==> src/rtl/fetch_pkg.sv <==
`default_nettype none
// ============================================================================
//  Module      : fetch_pkg
//  Description : Shared widths, reset vector and PC-source select bit indices
//                for the fetch-stage program-counter logic.
//  Revision    : 1.0 - initial release
// ============================================================================
package fetch_pkg;

  localparam int unsigned ADDR_WIDTH = 14;
  localparam int unsigned SEL_WIDTH  = 4;

  typedef logic [ADDR_WIDTH-1:0] addr_t;
  typedef logic [SEL_WIDTH-1:0]  sel_t;

  localparam addr_t RESET_VECTOR = 14'h0000;

  // Bit positions inside the one-hot PC-source select from the hazard unit
  localparam int unsigned SEL_BRANCH  = 0;
  localparam int unsigned SEL_INT     = 1;
  localparam int unsigned SEL_RET     = 2;
  localparam int unsigned SEL_RESTART = 3;

endpackage : fetch_pkg
`default_nettype wire

==> src/rtl/pc_src_mux.sv <==
`default_nettype none
// ============================================================================
//  Module      : pc_src_mux
//  Description : Combinational priority mux choosing the PC load value from
//                restart vector, interrupt, return, branch or sequential PC.
//  Revision    : 1.0 - initial release
// ============================================================================
module pc_src_mux
  import fetch_pkg::*;
(
  input  logic [SEL_WIDTH-1:0]  sel_i,
  input  logic [ADDR_WIDTH-1:0] branch_addr_i,
  input  logic [ADDR_WIDTH-1:0] int_addr_i,
  input  logic [ADDR_WIDTH-1:0] ret_addr_i,
  input  logic [ADDR_WIDTH-1:0] seq_addr_i,
  output logic [ADDR_WIDTH-1:0] load_addr_o
);

  // Priority restart > interrupt > return > branch > sequential; codes that
  // are not one-hot simply resolve to the highest-priority set bit.
  always_comb begin
    load_addr_o = seq_addr_i;
    if (sel_i[SEL_RESTART]) begin
      load_addr_o = RESET_VECTOR;
    end else if (sel_i[SEL_INT]) begin
      load_addr_o = int_addr_i;
    end else if (sel_i[SEL_RET]) begin
      load_addr_o = ret_addr_i;
    end else if (sel_i[SEL_BRANCH]) begin
      load_addr_o = branch_addr_i;
    end
  end

endmodule : pc_src_mux
`default_nettype wire

==> src/rtl/fetch_pc_unit.sv <==
`default_nettype none
// ============================================================================
//  Module      : fetch_pc_unit
//  Description : Fetch-stage program counter. Holds the PC, drives the
//                program-memory fetch address and PC+1 return address, and
//                loads the next PC from the selected source unless stalled.
//  Revision    : 1.0 - initial release
// ============================================================================
module fetch_pc_unit
  import fetch_pkg::*;
(
  input  logic                  clock,
  input  logic                  nreset,   // active-high, synchronous
  input  logic                  stall,
  input  logic [SEL_WIDTH-1:0]  prog_cntr_input_sel,
  input  logic [ADDR_WIDTH-1:0] branch_target_address,
  input  logic [ADDR_WIDTH-1:0] interrupt_branch_addr,
  input  logic [ADDR_WIDTH-1:0] ret_addr_mem,
  output logic [ADDR_WIDTH-1:0] prog_mem_fetch_read_addr,
  output logic [ADDR_WIDTH-1:0] ret_addr_out
);

  addr_t pc_q;
  addr_t pc_d;
  addr_t next_pc;
  addr_t load_addr;

  // Sequential successor wraps naturally at 2^ADDR_WIDTH
  assign next_pc = pc_q + addr_t'(1);

  pc_src_mux u_pc_src_mux (
    .sel_i         (prog_cntr_input_sel),
    .branch_addr_i (branch_target_address),
    .int_addr_i    (interrupt_branch_addr),
    .ret_addr_i    (ret_addr_mem),
    .seq_addr_i    (next_pc),
    .load_addr_o   (load_addr)
  );

  // Stall holds the PC; a redirect seen during a stall is dropped, the hazard
  // unit re-presents it on the first non-stalled cycle.
  always_comb begin
    pc_d = load_addr;
    if (stall) begin
      pc_d = pc_q;
    end
  end

  // PC register; reset overrides stall and every select
  always_ff @(posedge clock) begin
    if (nreset) begin
      pc_q <= RESET_VECTOR;
    end else begin
      pc_q <= pc_d;
    end
  end

  assign prog_mem_fetch_read_addr = pc_q;
  assign ret_addr_out             = next_pc;

endmodule : fetch_pc_unit
`default_nettype wire

==> config.mk <==
export PLATFORM = sky130hd
export DESIGN_NAME = fetch_pc_unit
export DESIGN_NICKNAME = d
export VERILOG_FILES = /design/src/rtl/fetch_pkg.sv /design/src/rtl/pc_src_mux.sv /design/src/rtl/fetch_pc_unit.sv
export SDC_FILE = /design/constraint.sdc
export NUM_CORES = 1
export LEC_CHECK = 0
export CELL_PAD_IN_SITES_DETAIL_PLACEMENT = 1
export CELL_PAD_IN_SITES_GLOBAL_PLACEMENT = 1
export CORE_UTILIZATION = 26
export CTS_BUF_LIST = sky130_fd_sc_hd__clkbuf_2 sky130_fd_sc_hd__clkbuf_4 sky130_fd_sc_hd__clkbuf_8
export CTS_CLUSTER_DIAMETER = 50
export DETAILED_ROUTE_END_ITERATION = 7
export GPL_TIMING_DRIVEN = 0
export HOLD_SLACK_MARGIN = 0.12
export PLACE_DENSITY_LB_ADDON = 0.1
export REMOVE_ABC_BUFFERS = 1
export SYNTH_ARGS = -nofsm -noshare
export SYNTH_HDL_FRONTEND = slang
export SYNTH_SLANG_ARGS = --single-unit
==> constraint.sdc <==
create_clock -name clock -period 1.75 [get_ports clock]
set_input_delay 0.2625 -clock clock [delete_from_list [all_inputs] [get_ports clock]]
set_output_delay 0.2625 -clock clock [all_outputs]
set_load 0.01 [all_outputs]
* After elaboration in Yosys (flattened, before gate mapping)
Cells that the tools add are included.
** Word-level totals
- Bits in registers :: 14
- Bits in latches :: 0
- RAM bits :: 0
- Memory bits (read-only) :: 0
- Input bits :: 49
- Output and inout bits :: 28
- Word-level logic and storage cells :: 6
- Memories :: 0
** Cells by class
- Add/subtract/negate cells :: 1
- $mul :: 0
- Div/mod/pow operators :: 0
- $lt $le $gt $ge :: 0
- Eq/ne operators :: 0
- Shift-type cells :: 0
- Muxes and demuxes :: 4
- Bitwise gates (word level) :: 0
- Reduce and logical (&&, ||, !) cells :: 0
** Operators with widths (number)
- $mux 14 :: 4
- $add 14x1->14 const B :: 1

* Longest topological paths before layout
Gate-level depths: netlist (run 1).
- Word-level depth :: 5
- Mapped depth :: 6
- Mapped depth without buffers :: 5

* Cells and area by module
A second synthesis (run 1) with hierarchy kept.
** Unflattened totals
- Cells, all modules :: 148
- Area total of the unflattened synthesis :: 1290.0 um^2
** Modules (own cells, without submodules)
- fetch_pc_unit :: times used 1, cells an instance 81, area an instance 748.2 um^2, seq. area each 280.3 um^2
- pc_src_mux :: times used 1, cells an instance 67, area an instance 541.8 um^2, seq. area each 0.0 um^2

* Worst setup path before layout (run 1)
OpenSTA, ideal clock, no wires.
- Kind :: reg-to-output
- Start :: register pc_q[0], in the netlist prog_mem_fetch_read_addr[0]
- End :: output port ret_addr_out[10]
- Arrival :: 1493 ps
- Required time :: 1487 ps
- Path slack :: -6 ps
- Cell stages (with the launch flop) :: 5
- Cell sequence :: dfxtp_1 ha_1 nand4_1 o31a_1 or2_1
** On the way
- Word-level cells in the longest chain between the ends :: 1
** Ends and longest elaborated chain
- from (decl) :: RTL line fetch_pc_unit.sv:23 : addr_t pc_q;
- from (signal assigned) :: RTL line fetch_pc_unit.sv:54 : pc_q <= pc_d;
- $add 14x1->14 :: RTL line fetch_pc_unit.sv:29 : assign next_pc = pc_q + addr_t'(1);
- to (decl) :: RTL line fetch_pc_unit.sv:20 : output logic [ADDR_WIDTH-1:0] ret_addr_out
No other way between the ends.

* Final worst setup path (run 1)
- Start :: register pc_q[1], in the netlist prog_mem_fetch_read_addr[1]
- End :: output port ret_addr_out[12]
Same word-level chain as after synthesis.

==> results of run 1 <==
## power by group
part           switching [mW]  leakage, nW  internal (mW)
clock network           0.139       0.0288          0.200
logic                   0.145        0.759          0.202
registers              0.0330        0.122          0.329
total                   0.317        0.910          0.731
## timing repair
item / 4_1_cts / 5_1_grt
setup endpoints to repair: 27 / 18
pin swaps: 14 / 4
resized for setup: 75 / 9
setup buffers: 15 / 0
## stage by stage
stage,cells,total power [mW],utilization
4_1_cts,323,1.046,0.4863
6_report,323,1.048,0.4905
3_5_place_dp,304,0.7109,0.4403
3_3_place_gp,304,0.7105,0.4403
2_1_floorplan,161,0.4833,-
5_1_grt,323,1.099,0.4905
## cells by family (layout without fill, tap and decap cells)
logic type               Yosys count  count (layout)
buffers and inverters             19             103
flip-flops                        14              14
AND/OR/NAND/NOR                   68              68
XOR/XNOR                           8               8
multiplexers                       4               4
AO/OA/AOI/OAI                     58              58
adder cells (fa/ha/maj)            1               1
## area by class of cell
class	count	area (sq um)	share of cell area
multi-input cells	139	1007	0.4319
repair buffers	91	840.8	0.3605
flip-flops and latches	14	315.3	0.1352
well taps	67	83.83	0.03594
clock buffers	4	55.05	0.02361
inverters	8	30.03	0.01288
## worst max-delay path: cells and delay by family (launching register included)
kind | cells | cell delay, ps
flip-flops | 1 | 380
AND/OR/NAND/NOR | 2 | 330
adder cells (fa/ha/maj) | 1 | 140
AO/OA/AOI/OAI | 1 | 260
buffers and inverters | 2 | 300
## placed cells by master, fill, tap and decap left out, types with 4 or more instances in the layout
cell type / instances
clkdlybuf4s50_1: 59
nand2_1: 19
buf_4: 13
o21ai_0: 10
o31ai_1: 8
dfxtp_4: 8
inv_1: 7
buf_2: 7
nand3_1: 6
a211oi_1: 6
nor2_1: 5
xnor2_1: 4
a22oi_1: 4
nor2b_1: 4
clkbuf_8: 4
dfxtp_2: 4
## layer usage
metal / up-vias / track usage / share of wire
met5: - / 0 / 0
met4: 0 / 0.06972 / 0.014
met3: 7 / 0.03177 / 0.050
met2: 50 / 0.3333 / 0.46
met1: 762 / 0.2677 / 0.47
li1: 825 / - / -
## path summary, 6_finish.rpt
| path | from | endpoint | slack (ps) | cells past startpoint |
|---|---|---|---|---|
| max | prog_mem_fetch_read_addr[1]$_SDFFE_PP0N_ | ret_addr_out[12] | -190 | 6 |
| min | prog_mem_fetch_read_addr[9]$_SDFFE_PP0N_ | prog_mem_fetch_read_addr[9]$_SDFFE_PP0N_ | 520 | 2 |
| max reg2reg | prog_mem_fetch_read_addr[1]$_SDFFE_PP0N_ | prog_mem_fetch_read_addr[6]$_SDFFE_PP0N_ | 170 | 7 |
| min reg2reg | prog_mem_fetch_read_addr[9]$_SDFFE_PP0N_ | prog_mem_fetch_read_addr[9]$_SDFFE_PP0N_ | 520 | 2 |
==> reports/metrics.cfg, run 1 <==
[outcome]
status=finished with violations
violations=setup timing

[die]
die_h_um=72.75
core-area_sq_um=4755
start_util=0.2737
num_io_pins=77
core.rowCount=25
dieArea_sq_um=5292
die-width_um=72.75

[placed_design]
dp_hpwl_mm=3.502
placed_cell_area_sq_um=2093
dpl_worst_slack_ps=-668.0
port_buffers=76
place_congestion=0.7475

[flow_run]
max_cap_violations=0

[timing]
fin_crit_ps=1937
slew_headroom=0.5739
fin_crit_sh=1.107
setup_viol=6
rsz0062_at_grt=yes
fmax_ghz=0.5163
tightest_slew_ps=638.0
fin_hold_ws_ps=524.8
report.final.slew_viol_count=0
fin_skew_ps=2.604
fin_setup_tns_ps=-685.8
finalHoldViolations=0
setup_slack_ps=-186.7

[route]
drt_iter0_drc=60
wire_per_inst_um=15.91
dr.pass1.iters=4
wl_mm=5.138
postRouteAntennaNets=0
vias_per_cell=5.090
vias=1644
drc=0

[worst_setup_path]
critPathSlowestCell=dfxtp_4
worst-endpoint-required_ps=1490
worstPathCellList=ha_4, nand4_1, buf_6, o31a_1, or2_1, buf_2
critPathMaxStageDelay_ps=380
path_max_fanout=8
critPathArrivalTime_ps=1670
critPathCaptureType=output port
startpoint_type=register
criticalPathCategory=register to output port

[power_and_ir_drop]
peakVddDrop_mv=0.1917
p_leak_nw=0.9100
powerDensity_nw_per_um2=449.5

[synthesis]
synthCells=172
synth_edf_count=0
ys_top_cells_by_area=dfxtp_1, nand2_1, o31ai_1
netlist.top_cell.by_area=dfxtp_1
synth_top_family_by_area=simple AND/OR/NAND/NOR gates
synth.top_cells.by_count=nand2_1, dfxtp_1, o21ai_0
synth_ff_type=dfxtp_1
synth_seq_cells=14
synth_xor_area_frac=0.05385
synthAdderAreaFrac=0.009615
synth-compound-area-share=0.3115
async_flop_share=0
synthDistinctLibCells=48
yosys.area.top_type_share=0.2154
ys.warnings.count=0
yosysSeqAreaShare=0.2154
synth.most_common_cell=nand2_1
synth.area.mux_share=0.03173
netlist_area_sq_um=1301
synth.avg_cell_area_sq_um=7.565
synth-simple-area-share=0.3144

[layout]
nNetsFinal=307
largest_register_ffs=14
final_area_sq_um=2332
diodes=0
syn2layout_area_growth_pct=79.23
num-fill-cells=602
drive_gt1_frac=0.2305

[global_routing]
grt_pass1_wl_mm=7.976
track_usage=0.2021
overflow=0
grt_pass1_vias=1602
antenna_found_initial=0
grt_max_degree=24

[clock_tree]
cts-root-buf=clkbuf_8
cts_inserted_buffers=3
cts_tree=yes
path_clk_slew_ps=70
cts_buffer_depth=2
cts_hold_buffers=0
clock-sinks=14
htreeDepth=1
clk_latency_ps=260

[worst_hold_path]
hp-class=register to register

Note: power is estimated with default switching activity, not from simulation.
==> run 2: changes to the inputs <==
--- a/config.mk
+++ b/config.mk
@@ -5,9 +5,10 @@
 export SDC_FILE = /design/constraint.sdc
 export NUM_CORES = 1
 export LEC_CHECK = 0
+export CAP_MARGIN = 20
 export CELL_PAD_IN_SITES_DETAIL_PLACEMENT = 1
 export CELL_PAD_IN_SITES_GLOBAL_PLACEMENT = 1
-export CORE_UTILIZATION = 26
+export CORE_UTILIZATION = 24
 export CTS_BUF_LIST = sky130_fd_sc_hd__clkbuf_2 sky130_fd_sc_hd__clkbuf_4 sky130_fd_sc_hd__clkbuf_8
 export CTS_CLUSTER_DIAMETER = 50
 export DETAILED_ROUTE_END_ITERATION = 7
==> constraint.sdc (replaced) <==
create_clock -name clock -period 1.65 [get_ports clock]
set_input_delay 0.2475 -clock clock [delete_from_list [all_inputs] [get_ports clock]]
set_output_delay 0.2475 -clock clock [all_outputs]
set_load 0.01 [all_outputs]
==> run 2 against run 1 <==
Against the previous run:
- the run still ends with setup timing left
- cell count increased by 3.7%
- die area grew 8.1%
- global-route usage is 0.17 points lower
- clock skew down 1.8 ps
- utilization down 2.2 points
- critical endpoint is now ret_addr_out[10]
- register-to-register slack lost 70 ps
- non-clock buffer count increased by 10
- critical path depth did not move
- sequential share of layout area is 0.19 points lower
- sequential power up 3%
==> reports/metrics.cfg, run 2 (same netlist as run 1, synthesis figures left out) <==
[clock_tree]
cts_tree=yes  ; unchanged
htreeDepth=1  ; unchanged
clk_latency_ps=250  ; was 260 ps
clock-sinks=14  ; unchanged
path_clk_slew_ps=60  ; was 70 ps
cts_buffer_depth=2  ; unchanged
cts-root-buf=clkbuf_8  ; unchanged
cts_inserted_buffers=3  ; unchanged

[global_routing]
grt_pass1_vias=1739  ; was 1,602
grt_max_degree=24  ; unchanged
track_usage=0.2004  ; was 0.2021
overflow=0  ; unchanged
antenna_found_initial=0  ; unchanged
grt_pass1_wl_mm=8.528  ; was 7.976 mm

[timing]
fin_setup_tns_ps=-1433  ; was -685.8 ps
finalHoldViolations=0  ; unchanged
tightest_slew_ps=650.1  ; was 638.0 ps
slew_headroom=0.5666  ; was 0.5739
fin_hold_ws_ps=534.1  ; was 524.8 ps
rsz0062_at_grt=yes  ; unchanged
report.final.slew_viol_count=0  ; unchanged
fin_crit_sh=1.177
fmax_ghz=0.5147
setup_viol=7  ; was 6
fin_skew_ps=0.7556  ; was 2.604 ps
setup_slack_ps=-292.8  ; was -186.7 ps
fin_crit_ps=1943

[route]
wire_per_inst_um=16.60  ; was 15.91 um
vias_per_cell=5.179  ; was 5.090
wl_mm=5.561  ; was 5.138 mm
postRouteAntennaNets=0  ; unchanged
vias=1735  ; was 1,644
dr.pass1.iters=4  ; unchanged
drc=0  ; unchanged
drt_iter0_drc=78  ; was 60

[placed_design]
placed_cell_area_sq_um=2097  ; was 2093 sq um
port_buffers=76  ; unchanged
place_congestion=0.7008  ; was 0.7475
dp_hpwl_mm=3.682  ; was 3.502 mm
dpl_worst_slack_ps=-820.5  ; was -668.0 ps

[power_and_ir_drop]
peakVddDrop_mv=0.2497  ; was 0.1917 mV
total_power_mw=1.053  ; was 1.048 mW
p_leak_nw=0.9953  ; was 0.9100 nW
powerDensity_nw_per_um2=434.9  ; was 449.5 nW/um^2

[die]
start_util=0.2516  ; was 0.2737
die_h_um=75.64  ; was 72.75 um
core.rowCount=26  ; was 25
die-width_um=75.64  ; was 72.75 um
num_io_pins=77  ; unchanged
core-area_sq_um=5172  ; was 4755 sq um
dieArea_sq_um=5721  ; was 5292 sq um

[layout]
syn2layout_area_growth_pct=86.06  ; was 79.23%
drive_gt1_frac=0.2679  ; was 0.2305
final_common_cell=clkdlybuf4s50_1  ; unchanged
final_cell_mix=clkdlybuf4s50_1, buf_4, nand2_1  ; was clkdlybuf4s50_1, nand2_1, buf_4
num-fill-cells=603  ; was 602
nNetsFinal=317  ; was 307
largest_register_ffs=14  ; unchanged
final_area_sq_um=2421  ; was 2332 sq um
diodes=0  ; unchanged

[worst_setup_path]
critPathCaptureType=output port  ; unchanged
criticalPathCategory=register to output port  ; unchanged
worst-endpoint-required_ps=1400  ; was 1490 ps
critPathArrivalTime_ps=1700  ; was 1670 ps
path_max_fanout=8  ; unchanged
startpoint_type=register  ; unchanged

[flow_run]
max_cap_violations=0  ; unchanged

[worst_hold_path]
hp-class=input port to register  ; was register to register

[outcome]
status=finished with violations  ; unchanged
violations=setup timing  ; unchanged

-- run 2: worst paths after layout --
path | start | end | slack (ps) | depth (start not counted)
setup / recovery | prog_mem_fetch_read_addr[1]$_SDFFE_PP0N_ | ret_addr_out[10] | -290 | 6
hold / removal | nreset | prog_mem_fetch_read_addr[6]$_SDFFE_PP0N_ | 530 | 2
setup reg to reg | prog_mem_fetch_read_addr[1]$_SDFFE_PP0N_ | prog_mem_fetch_read_addr[8]$_SDFFE_PP0N_ | 100 | 8
hold reg to reg | prog_mem_fetch_read_addr[7]$_SDFFE_PP0N_ | prog_mem_fetch_read_addr[7]$_SDFFE_PP0N_ | 540 | 2
-- run 2: layer usage --
| metal | vias up | wire (um) | track usage |
|---|---|---|---|
| met3 | 4 | 345 | 0.03439 |
| li1 | 843 | - | - |
| met5 | - | 0 | 0 |
| met2 | 52 | 2797 | 0.3542 |
| met4 | 0 | 29 | 0.03704 |
| met1 | 836 | 2389 | 0.2576 |
-- run 2: final cells by class --
type / instances / area, sq um / share of cell area
clock buffer: 3 / 41.29 / 0.01705
inverter: 8 / 30.03 / 0.01240
multi-input combinational: 139 / 1016 / 0.4196
sequential: 14 / 322.8 / 0.1333
tap: 70 / 87.58 / 0.03618
timing repair buffer: 101 / 923.4 / 0.3814
-- run 2: where the power goes --
group | switching [mW] | leakage [nW] | internal, mW
registers | 0.0283 | 0.123 | 0.346
logic | 0.167 | 0.851 | 0.220
clock network | 0.130 | 0.0216 | 0.162
-- run 2: what timing repair did --
action,in CTS,in global routing
buffers inserted,19,6
gates resized for setup,83,20
endpoints found under the setup margin,29,22
hold buffers,0,0
pin swaps,14,4
-- run 2: critical path: stages (launching register included) --
cell and delay (ps):
dfxtp_4 380, ha_4 150, nand4_1 110, buf_6 170, o31a_1 250, or2_1 240, buf_2 150
-- run 2: stage by stage --
step | instances | util
3_3_place_gp | 307 | 0.4054
2_1_floorplan | 161 | -
3_5_place_dp | 307 | 0.4054
4_1_cts | 329 | 0.4543
6_report | 335 | 0.4681
5_1_grt | 335 | 0.4681
